$ cat src/rtl/cpu_bus_arbiter.sv
// cpu_bus_arbiter
// Shares the single CPU system-bus master port between the instruction-fetch
// requester (port I) and the data-cache requester (port D). One requester owns
// the bus per transaction. Ties are broken round-robin against the last port
// that completed a transfer. A saturating counter records arbitration cycles
// in which both ports were requesting.
// State, last_grant and the contention counter are registered. Bus and ready
// outputs are decoded combinationally from the state, so the bus ready strobe
// reaches the owner with no added latency.

module cpu_bus_arbiter #(
  parameter int ADDR_W = 32,
  parameter int DATA_W = 32,
  parameter int CNT_W  = 32
) (
  input  logic              i_clock,
  input  logic              i_reset,
  // port I (instruction fetch)
  input  logic              i_i_request,
  input  logic              i_i_rw,
  input  logic [ADDR_W-1:0] i_i_address,
  input  logic [DATA_W-1:0] i_i_wdata,
  output logic              o_i_ready,
  output logic [DATA_W-1:0] o_i_rdata,
  // port D (data cache)
  input  logic              i_d_request,
  input  logic              i_d_rw,
  input  logic [ADDR_W-1:0] i_d_address,
  input  logic [DATA_W-1:0] i_d_wdata,
  output logic              o_d_ready,
  output logic [DATA_W-1:0] o_d_rdata,
  // external bus
  output logic              o_bus_request,
  output logic              o_bus_rw,
  output logic [ADDR_W-1:0] o_bus_address,
  output logic [DATA_W-1:0] o_bus_wdata,
  input  logic              i_bus_ready,
  input  logic [DATA_W-1:0] i_bus_rdata,
  // status
  output logic [1:0]        o_grant,
  output logic [CNT_W-1:0]  o_contention
);

  typedef enum logic [1:0] {
    ST_IDLE    = 2'd0,
    ST_GRANT_I = 2'd1,
    ST_GRANT_D = 2'd2
  } state_t;

  // Encoding of the port that last completed a transfer.
  localparam logic LAST_I = 1'b0;
  localparam logic LAST_D = 1'b1;

  localparam logic [CNT_W-1:0] CNT_MAX = {CNT_W{1'b1}};
  localparam logic [CNT_W-1:0] CNT_ONE = {{(CNT_W-1){1'b0}}, 1'b1};

  state_t           state_q, state_d;
  logic             last_grant_q, last_grant_d;
  logic [CNT_W-1:0] contention_q, contention_d;

  // State, round-robin pointer and contention counter; last_grant resets to D
  // so that port I wins the first tie.
  always_ff @(posedge i_clock) begin
    if (i_reset) begin
      state_q      <= ST_IDLE;
      last_grant_q <= LAST_D;
      contention_q <= {CNT_W{1'b0}};
    end else begin
      state_q      <= state_d;
      last_grant_q <= last_grant_d;
      contention_q <= contention_d;
    end
  end

  // Next-state logic: arbitrate in IDLE, leave a grant on ready or on abort.
  always_comb begin
    state_d      = state_q;
    last_grant_d = last_grant_q;
    contention_d = contention_q;
    case (state_q)
      ST_IDLE: begin
        if (i_i_request && i_d_request) begin
          if (contention_q != CNT_MAX) begin
            contention_d = contention_q + CNT_ONE;
          end else begin
            contention_d = contention_q;
          end
          if (last_grant_q == LAST_D) begin
            state_d = ST_GRANT_I;
          end else begin
            state_d = ST_GRANT_D;
          end
        end else if (i_i_request) begin
          state_d = ST_GRANT_I;
        end else if (i_d_request) begin
          state_d = ST_GRANT_D;
        end else begin
          state_d = ST_IDLE;
        end
      end
      ST_GRANT_I: begin
        if (i_bus_ready) begin
          last_grant_d = LAST_I;
          state_d      = ST_IDLE;
        end else if (!i_i_request) begin
          // Abort: the pointer only advances on a completed transfer.
          state_d = ST_IDLE;
        end else begin
          state_d = ST_GRANT_I;
        end
      end
      ST_GRANT_D: begin
        if (i_bus_ready) begin
          last_grant_d = LAST_D;
          state_d      = ST_IDLE;
        end else if (!i_d_request) begin
          state_d = ST_IDLE;
        end else begin
          state_d = ST_GRANT_D;
        end
      end
      default: begin
        state_d = ST_IDLE;
      end
    endcase
  end

  // Output decode: route the owner's request to the bus and the bus ready/rdata
  // back to the owner only; everything is zero while idle.
  always_comb begin
    o_bus_request = 1'b0;
    o_bus_rw      = 1'b0;
    o_bus_address = {ADDR_W{1'b0}};
    o_bus_wdata   = {DATA_W{1'b0}};
    o_i_ready     = 1'b0;
    o_i_rdata     = {DATA_W{1'b0}};
    o_d_ready     = 1'b0;
    o_d_rdata     = {DATA_W{1'b0}};
    o_grant       = 2'b00;
    case (state_q)
      ST_GRANT_I: begin
        o_bus_request = 1'b1;
        o_bus_rw      = i_i_rw;
        o_bus_address = i_i_address;
        o_bus_wdata   = i_i_wdata;
        o_i_ready     = i_bus_ready;
        o_i_rdata     = i_bus_rdata;
        o_grant       = 2'b01;
      end
      ST_GRANT_D: begin
        o_bus_request = 1'b1;
        o_bus_rw      = i_d_rw;
        o_bus_address = i_d_address;
        o_bus_wdata   = i_d_wdata;
        o_d_ready     = i_bus_ready;
        o_d_rdata     = i_bus_rdata;
        o_grant       = 2'b10;
      end
      default: begin
        o_grant = 2'b00;
      end
    endcase
  end

  assign o_contention = contention_q;

endmodule

$ cat config.mk
export PLATFORM = sky130hd
export DESIGN_NAME = cpu_bus_arbiter
export DESIGN_NICKNAME = d
export VERILOG_FILES = /design/src/rtl/cpu_bus_arbiter.sv
export SDC_FILE = /design/constraint.sdc
export NUM_CORES = 1
export LEC_CHECK = 0
export BUFFER_PORTS_ARGS = -buffer_cell sky130_fd_sc_hd__buf_2
export CORE_AREA = 2 2 130 132
export CTS_CLUSTER_SIZE = 10
export DETAILED_ROUTE_END_ITERATION = 8
export DIE_AREA = 0 0 132 134
export GPL_ROUTABILITY_DRIVEN = 0
export SYNTH_ARGS = -nofsm -noshare
export SYNTH_HDL_FRONTEND = slang
export SYNTH_SLANG_ARGS = --single-unit
$ cat constraint.sdc
create_clock -name i_clock -period 6.2 [get_ports i_clock]
set_input_delay 0.93 -clock i_clock [delete_from_list [all_inputs] [get_ports i_clock]]
set_output_delay 0.93 -clock i_clock [all_outputs]
set_load 0.03 [all_outputs]
==> results of run 1 <==
[worst paths after layout]
check | slack (ns) | endpoint | from
worst min register to register | 0.51 | o_contention[25] | o_contention[25]
worst min-delay path | 0.51 | o_contention[25] | o_contention[25]
worst max register to register | 3.40 | o_contention[11] | state_q[0]
worst max-delay path | 2.67 | o_bus_address[30] | state_q[0]
[kinds of logic after synthesis]
group	after synthesis
compound gates	122
xor+xnor	2
fa+ha+maj	6
buf+inv	47
flops	35
mux	4
simple gates	240
[state kept, by name (all words and copies together), names as in the netlist]
register      cells
last_grant_q      1
o_contention     32
state_q           2
[power groups by stage]
stage | sequential, uW | clock [uW] | combinational, uW
6_report | 229 | 242 | 276
5_1_grt | 229 | 257 | 296
4_1_cts | 229 | 246 | 279
3_5_place_dp | 234 | 0 | 278
3_3_place_gp | 234 | 0 | 277
2_1_floorplan | 234 | 0 | 157
[final cells by class]
cell class              instances  area [sq um]  area share [%]
diodes                          7          17.5           0.330
clock buffers                   7           133            2.50
clock inverters                 1          5.00          0.0943
inverters                       6          22.5           0.424
multi-input cells             374          2490            47.0
flip-flops and latches         35           701            13.2
well taps                     220           275            5.19
repair buffers                332          1660            31.3
[layout by cell type (no fill, tap or decap), types with 2 or more instances in the layout]
cell type	Yosys	routed
o21ai_1	5	5
clkbuf_16	0	5
nor4_1	4	4
o31ai_4	2	2
diode_2	0	7
inv_1	6	6
nand3_1	14	14
ha_4	0	2
buf_2	1	332
xor2_1	2	2
ha_1	6	3
nor4b_1	2	2
and3_1	3	3
nor3_1	2	2
or4_1	15	15
and2_1	67	67
o31ai_1	15	15
nand2_1	18	18
mux2_2	3	3
a21oi_1	28	28
and3_4	2	2
nand4_2	2	2
dfxtp_1	35	35
nand2b_1	3	3
nor2b_1	69	69
or3_1	12	12
nand4_1	7	7
o21ai_0	6	6
and4_1	3	3
clkbuf_1	35	2
a22oi_1	65	65
nor3_2	2	2
nor2_1	11	11
[worst min-delay path, stage by stage (launching register included)]
cell,delay [ns]
dfxtp_1,0.33
o31ai_1,0.07
a21oi_1,0.05
[metrics by stage]
step | hold slack [ns] | utilization [%] | instance area [sq um] | cells | setup slack, ns
after floorplan | 0.450 | - | 3370 | 456 | 3.42
after global routing | 0.539 | 32.5 | 5290 | 975 | 2.49
after CTS | 0.505 | 32.5 | 5290 | 975 | 2.69
final | 0.507 | 32.6 | 5310 | 982 | 2.67
after detailed placement | 0.495 | 31.6 | 5150 | 967 | 2.99
after global placement | 0.491 | 31.6 | 5150 | 967 | 3.02
[routing by layer]
metal | vias to the layer above | GRT usage, % | wire (microns)
met5 | - | 0 | 98
met1 | 2198 | 23.0 | 7270
met4 | 16 | 3.50 | 481
met2 | 198 | 32.8 | 8720
met3 | 42 | 7.56 | 1850
li1 | 2264 | - | -
==> summary.md, run 1 <==
| Metric | Value |
|---|---|
| Most instantiated cells after synthesis | nor2b_1, and2_1, a22oi_1 |
| Combinational Power Share | 36.9% |
| WP depth | 5 |
| Seq pwr share | 30.7% |
| Max IR drop VDD | 0.107 mV |
| Crit-path max cell delay | 0.77 ns |
| Hold buffers post-CTS | 0 |
| Skew final | slightly below 0.004 ns |
| Adder-Cell Fraction of Synth Area | under 10% |
| Final nets | 927 |
| Clk slew on worst S/H paths | ~0.06 ns |
| YS warnings | 0 |
| Initial antenna violation count | 16 |
| Hold/Removal Path Class | reg2reg |
| Final setup violation count | 0 |
| Ys async rst share | 0% |
| Worst path cell trace | inv_1 -> ha_4 -> a22oi_1 -> nor2b_1 -> buf_2 |
| Max-Cap Viols | 0 |
| Largest net degree at the start of global routing | 101 |
| DRC viols | 0 |
| Pwr Density | 141 nW/um^2 |
| CP startpoint kind | flip-flop |
| Final global-route overflow total | 0 |
| Worst-path maximum fanout | 100 |
| Internal power | approximately 480 uW |
| Post-Syn Instances | 456 |
| F_max | 283 MHz |
| Sw power | 267 uW |
| DR pass1 iterations | 5 |
| Vias in the first global route | 4,196 |
| Layout cell share with drive strength beyond 1 | about 47% |
| WP data arrival | 2.60 ns |
| RSZ-0062 raised after global routing | no |
| Post-cts resize count | 0 |
| First-pass GRT wire length | about 26,000 microns |
| Post-DP HPWL | ~15,000 microns |
| Die ar. | 17,700 sq um |
| Clk pwr share | 32.4% |
| Clock latency on the worst-skew pair | 0.28 ns |
| Total CTS buffers | 5 |
| EDFF count, synth | 0 |
| GRT Util Overall | 19.2% |
| Die X | between 100 and 150 microns |
| CP max-delay cell | ha_4 |
| XOR/XNOR share of the synthesized area | 0.519% |
| Reg2Reg Depth | 6 |
| Switching share of power | 35.8% |
| Yosys reg bits | 35 |
| Simple-Gate Fraction of Synth Area | 43.9% |
| Core Box Area | 16,300 sq um |
| Number of setup buffers added after CTS | 0 |
| Tmin final | 3.53 ns |
| Syn Area/Cell | around 7.4 sq um |
| Site Rows | 47 |
| Slew Limit Fails | 0 |
| Overall Power | 748 uW |
| Vias | approximately 4,700 |
| H-tree levels | 2 |
| Bufs and invs on worst path | 2 |
| Most numerous cell in the Yosys netlist | nor2b_1 |
| WHS Path Cells | 2 |
| TritonCTS clock tree | done |
| Crit end category | output port |
| DRT iter0 DRCs | approximately 240 |
| Setup_tns | 0 ns |
| Layout Area Growth over Synthesis | 57.3% |
| Distinct cell type count after synthesis | 38 |
| Post-synthesis sequential area ratio | about a fifth |
| Die Span Y | between 100 and 150 microns |
| CP delay by family, top | adder cells |
| Main synth FF type | dfxtp_1 |
| Drt total wl | 18,400 microns |
| Worst EP required | 5.27 ns |
| TritonCTS Sinks | 35 |
| Synth area leader | dfxtp_1 |
| Clock Tree Buf Depth | 2 |
| Fill cells | 1,807 |
| Worst slew pin tran | 1.11 ns |
| Io pins | 333 |
| Synth top area share | 20.8% |
| PortBufs | 332 |
| Hold Fails Final Rpt | 0 |
| Clk root buf | clkbuf_16 |
| Cell Area, Synth | 3370 sq um |
| Slew HR | 26.1% |
| Largest family of logic cells by synthesized area | simple AND/OR/NAND/NOR gates |
| Final period util | between 50% and 60% |
| Type of the worst setup path | reg2out |
| Final antenna-violating net count | 0 |
| LEAKAGE | between 0.002 and 0.003 uW |
| WL/cell | 18.8 microns |
| Starting Density | slightly above 20% |
| Status | finished, final reports clean |
| Compound-gate portion of the synthesized area | 25.1% |
| Mapped Nets | 629 |
| Via density | 4.80 |
| Top cells by area, synth | dfxtp_1, a22oi_1, nor2b_1 |
| Multiplexer share of the synthesized area | 1.30% |
No activity file was read; power rests on OpenSTA's default activity.
==> inputs of run 2 (changes only) <==
==> constraint.sdc (replaced) <==
create_clock -name i_clock -period 3.55 [get_ports i_clock]
set_input_delay 0.5325 -clock i_clock [delete_from_list [all_inputs] [get_ports i_clock]]
set_output_delay 0.5325 -clock i_clock [all_outputs]
set_load 0.03 [all_outputs]
==> run 2 against run 1 <==
Compared with the run above:
- design area rose by 1.7%
- wire length rose by 0.63%
- register-to-register slack got worse by 2.2 ns
- non-clock buffer count rose by 8
- hold slack got worse by 0.00080 ns
- largest cell class unchanged
- largest power group is now clock
==> summary.md, run 2 (synthesis gave the netlist of run 1 again) <==
| Metric | Value |
|---|---|
| Layout Utilization | 33.2% (was 32.6%) |
| Tmin final | 2.80 ns |
| CP max-delay cell | ha_4 (unchanged) |
| Drt total wl | 18,500 microns (was 18,400 microns) |
| Bufs and invs on worst path | 3 (was 2) |
| Post-DP Area | 5210 sq um (was 5150 sq um) |
| H-tree levels | 2 (unchanged) |
| Setup ws final | 0.748 ns (was 2.67 ns) |
| Slew Limit Fails | 0 (unchanged) |
| Post-cts resize count | 0 (unchanged) |
| Die ar. | 17,700 sq um (unchanged) |
| Clock latency on the worst-skew pair | 0.28 ns (about the same) |
| Core Box Area | 16,300 sq um (unchanged) |
| Final global-route overflow total | 0 (unchanged) |
| Final period util | 78.9% |
| Most frequent cells in the layout | buf_2, nor2b_1, and2_1 (unchanged) |
| F_max | 357 MHz |
| Starting Density | 20.7% (unchanged) |
| Post-DP HPWL | 15,400 microns (was 15,100 microns) |
| Final nets | 935 (was 927) |
| Hold buffers post-CTS | 0 (unchanged) |
| RSZ-0062 raised after global routing | no (unchanged) |
| Worst hold start | o_contention[1] (was o_contention[25]) |
| CP delay by family, top | buffers and inverters (was adder cells) |
| Crit-path max cell delay | 0.48 ns (was 0.77 ns) |
| WP data arrival | 2.27 ns (was 2.60 ns) |
| Layout cell share with drive strength beyond 1 | 47.7% (was 46.9%) |
| WHS Path Cells | 2 (unchanged) |
| Clock Tree Buf Depth | 2 (unchanged) |
| Die X | 132 microns (unchanged) |
| Commonest non-fill, non-tap cell in the layout | buf_2 (unchanged) |
| Hold endpoint | o_contention[1] (was o_contention[25]) |
| Slew HR | 50.2% (was 26.1%) |
| Site Rows | 47 (unchanged) |
| Skew final | 0.00255 ns (was 0.00396 ns) |
| Vias in the first global route | 4,380 (was 4,196) |
| DR pass1 iterations | 4 (was 5) |
| LEAKAGE | 0.00258 uW (was 0.00252 uW) |
| Die Span Y | 134 microns (unchanged) |
| DRT iter0 DRCs | 260 (was 235) |
| CP startpoint kind | flip-flop (unchanged) |
| Hold/Removal Path Class | reg2reg (unchanged) |
| Worst-path maximum fanout | 46 (was 100) |
| Max-Cap Viols | 0 (unchanged) |
| Post-route cell area | 5400 sq um (was 5310 sq um) |
| Clk root buf | clkbuf_16 (unchanged) |
| TritonCTS clock tree | done (unchanged) |
| Type of the worst setup path | reg2out (unchanged) |
| Largest net degree at the start of global routing | 58 (was 101) |
| Final setup violation count | 0 (unchanged) |
| Total CTS buffers | 5 (unchanged) |
| Number of setup buffers added after CTS | 0 (unchanged) |
| Worst EP required | 3.02 ns (was 5.27 ns) |
| Status | finished, final reports clean (unchanged) |
| FF-to-FF Start | o_contention[8] (was state_q[0]) |
| R2R Setup Slk | 1.23 ns (was 3.40 ns) |
| Final antenna-violating net count | 0 (unchanged) |
| Crit end category | output port (unchanged) |
| Post-route insts no fill | 988 (was 982) |
| Max reg flops | 32 (unchanged) |
| Cells after DPL | 975 (was 967) |
| Io pins | 333 (unchanged) |
| Clk slew on worst S/H paths | 0.06 ns (about the same) |
| Initial antenna violation count | 14 (was 16) |
| GRT Util Overall | 19.3% (was 19.2%) |
| Worst slew pin tran | 0.747 ns (was 1.11 ns) |
| DRC viols | 0 (unchanged) |
| First-pass GRT wire length | 26,300 microns (was 26,000 microns) |
| Setup_tns | 0 ns (unchanged) |
| Hold Fails Final Rpt | 0 (unchanged) |
| PortBufs | 332 (unchanged) |
| Max IR drop VDD | 0.158 mV (was 0.107 mV) |
| Worst path cell trace | inv_1 -> ha_4 -> buf_4 -> a22oi_1 -> nor2b_1 -> buf_2 (was inv_1 -> ha_4 -> a22oi_1 -> nor2b_1 -> buf_2) |
| Pwr Density | 261 nW/um^2 (was 141 nW/um^2) |
| TritonCTS Sinks | 35 (unchanged) |
| Reg2Reg Depth | 6 (unchanged) |
| WL/cell | 18.8 microns (about the same) |
| R2R Path End | o_contention[3] (was o_contention[11]) |
| Pre-CTS setup slack | 1.05 ns (was 2.99 ns) |
| Layout Area Growth over Synthesis | 60.0% (was 57.3%) |
| Vias | 4,718 (unchanged) |
| Via density | 4.78 (was 4.80) |
-- run 2: per-stage QoR --
step / power, uW / hold WS, ns
3_5_place_dp: 900 / 0.504
6_report: 1410 / 0.506
5_1_grt: 1460 / 0.537
4_1_cts: 1420 / 0.514
2_1_floorplan: 684 / 0.450
3_3_place_gp: 901 / 0.494
-- run 2: report_power, final --
part / leakage (uW) / internal (uW) / total [uW] / switching (uW)
logic: 0.00221 / 188 / 491 / 304
clock network: 0.0000869 / 349 / 517 / 168
registers: 0.000282 / 396 / 400 / 4.10
-- run 2: final cells by class --
type	instances	area [sq um]
Fill cell	1814	10900
Clock buffer	6	139
Antenna cell	5	12.5
Multi-Input combinational cell	374	2490
Tap cell	220	275
Timing Repair Buffer	340	1720
Sequential cell	35	701
Clock inverter	2	35.0
Inverter	6	22.5
-- run 2: how the worst max path moves through the flow --
stage	start	end	depth (start not counted)
6_report	state_q[0]	o_bus_address[5]	6
5_1_grt	state_q[1]	o_bus_address[21]	6
4_1_cts	state_q[0]	o_bus_address[5]	6
3_5_place_dp	state_q[0]	o_bus_address[5]	6
3_3_place_gp	state_q[1]	o_bus_wdata[30]	6
2_1_floorplan	state_q[0]	o_bus_address[0]	5
-- run 2: metal layers --
metal	up-vias	GRT usage (%)	share of wire, %
li1	2278	-	-
met1	2216	24.0	41
met2	183	32.9	48
met3	25	6.99	9.8
met4	16	2.66	1.2
met5	-	0	0.56
-- run 2: worst min-delay path, cell delays in order, from the launching register on --
cell	delay, ns
dfxtp_1	0.33
nand2b_1	0.07
mux2i_1	0.06
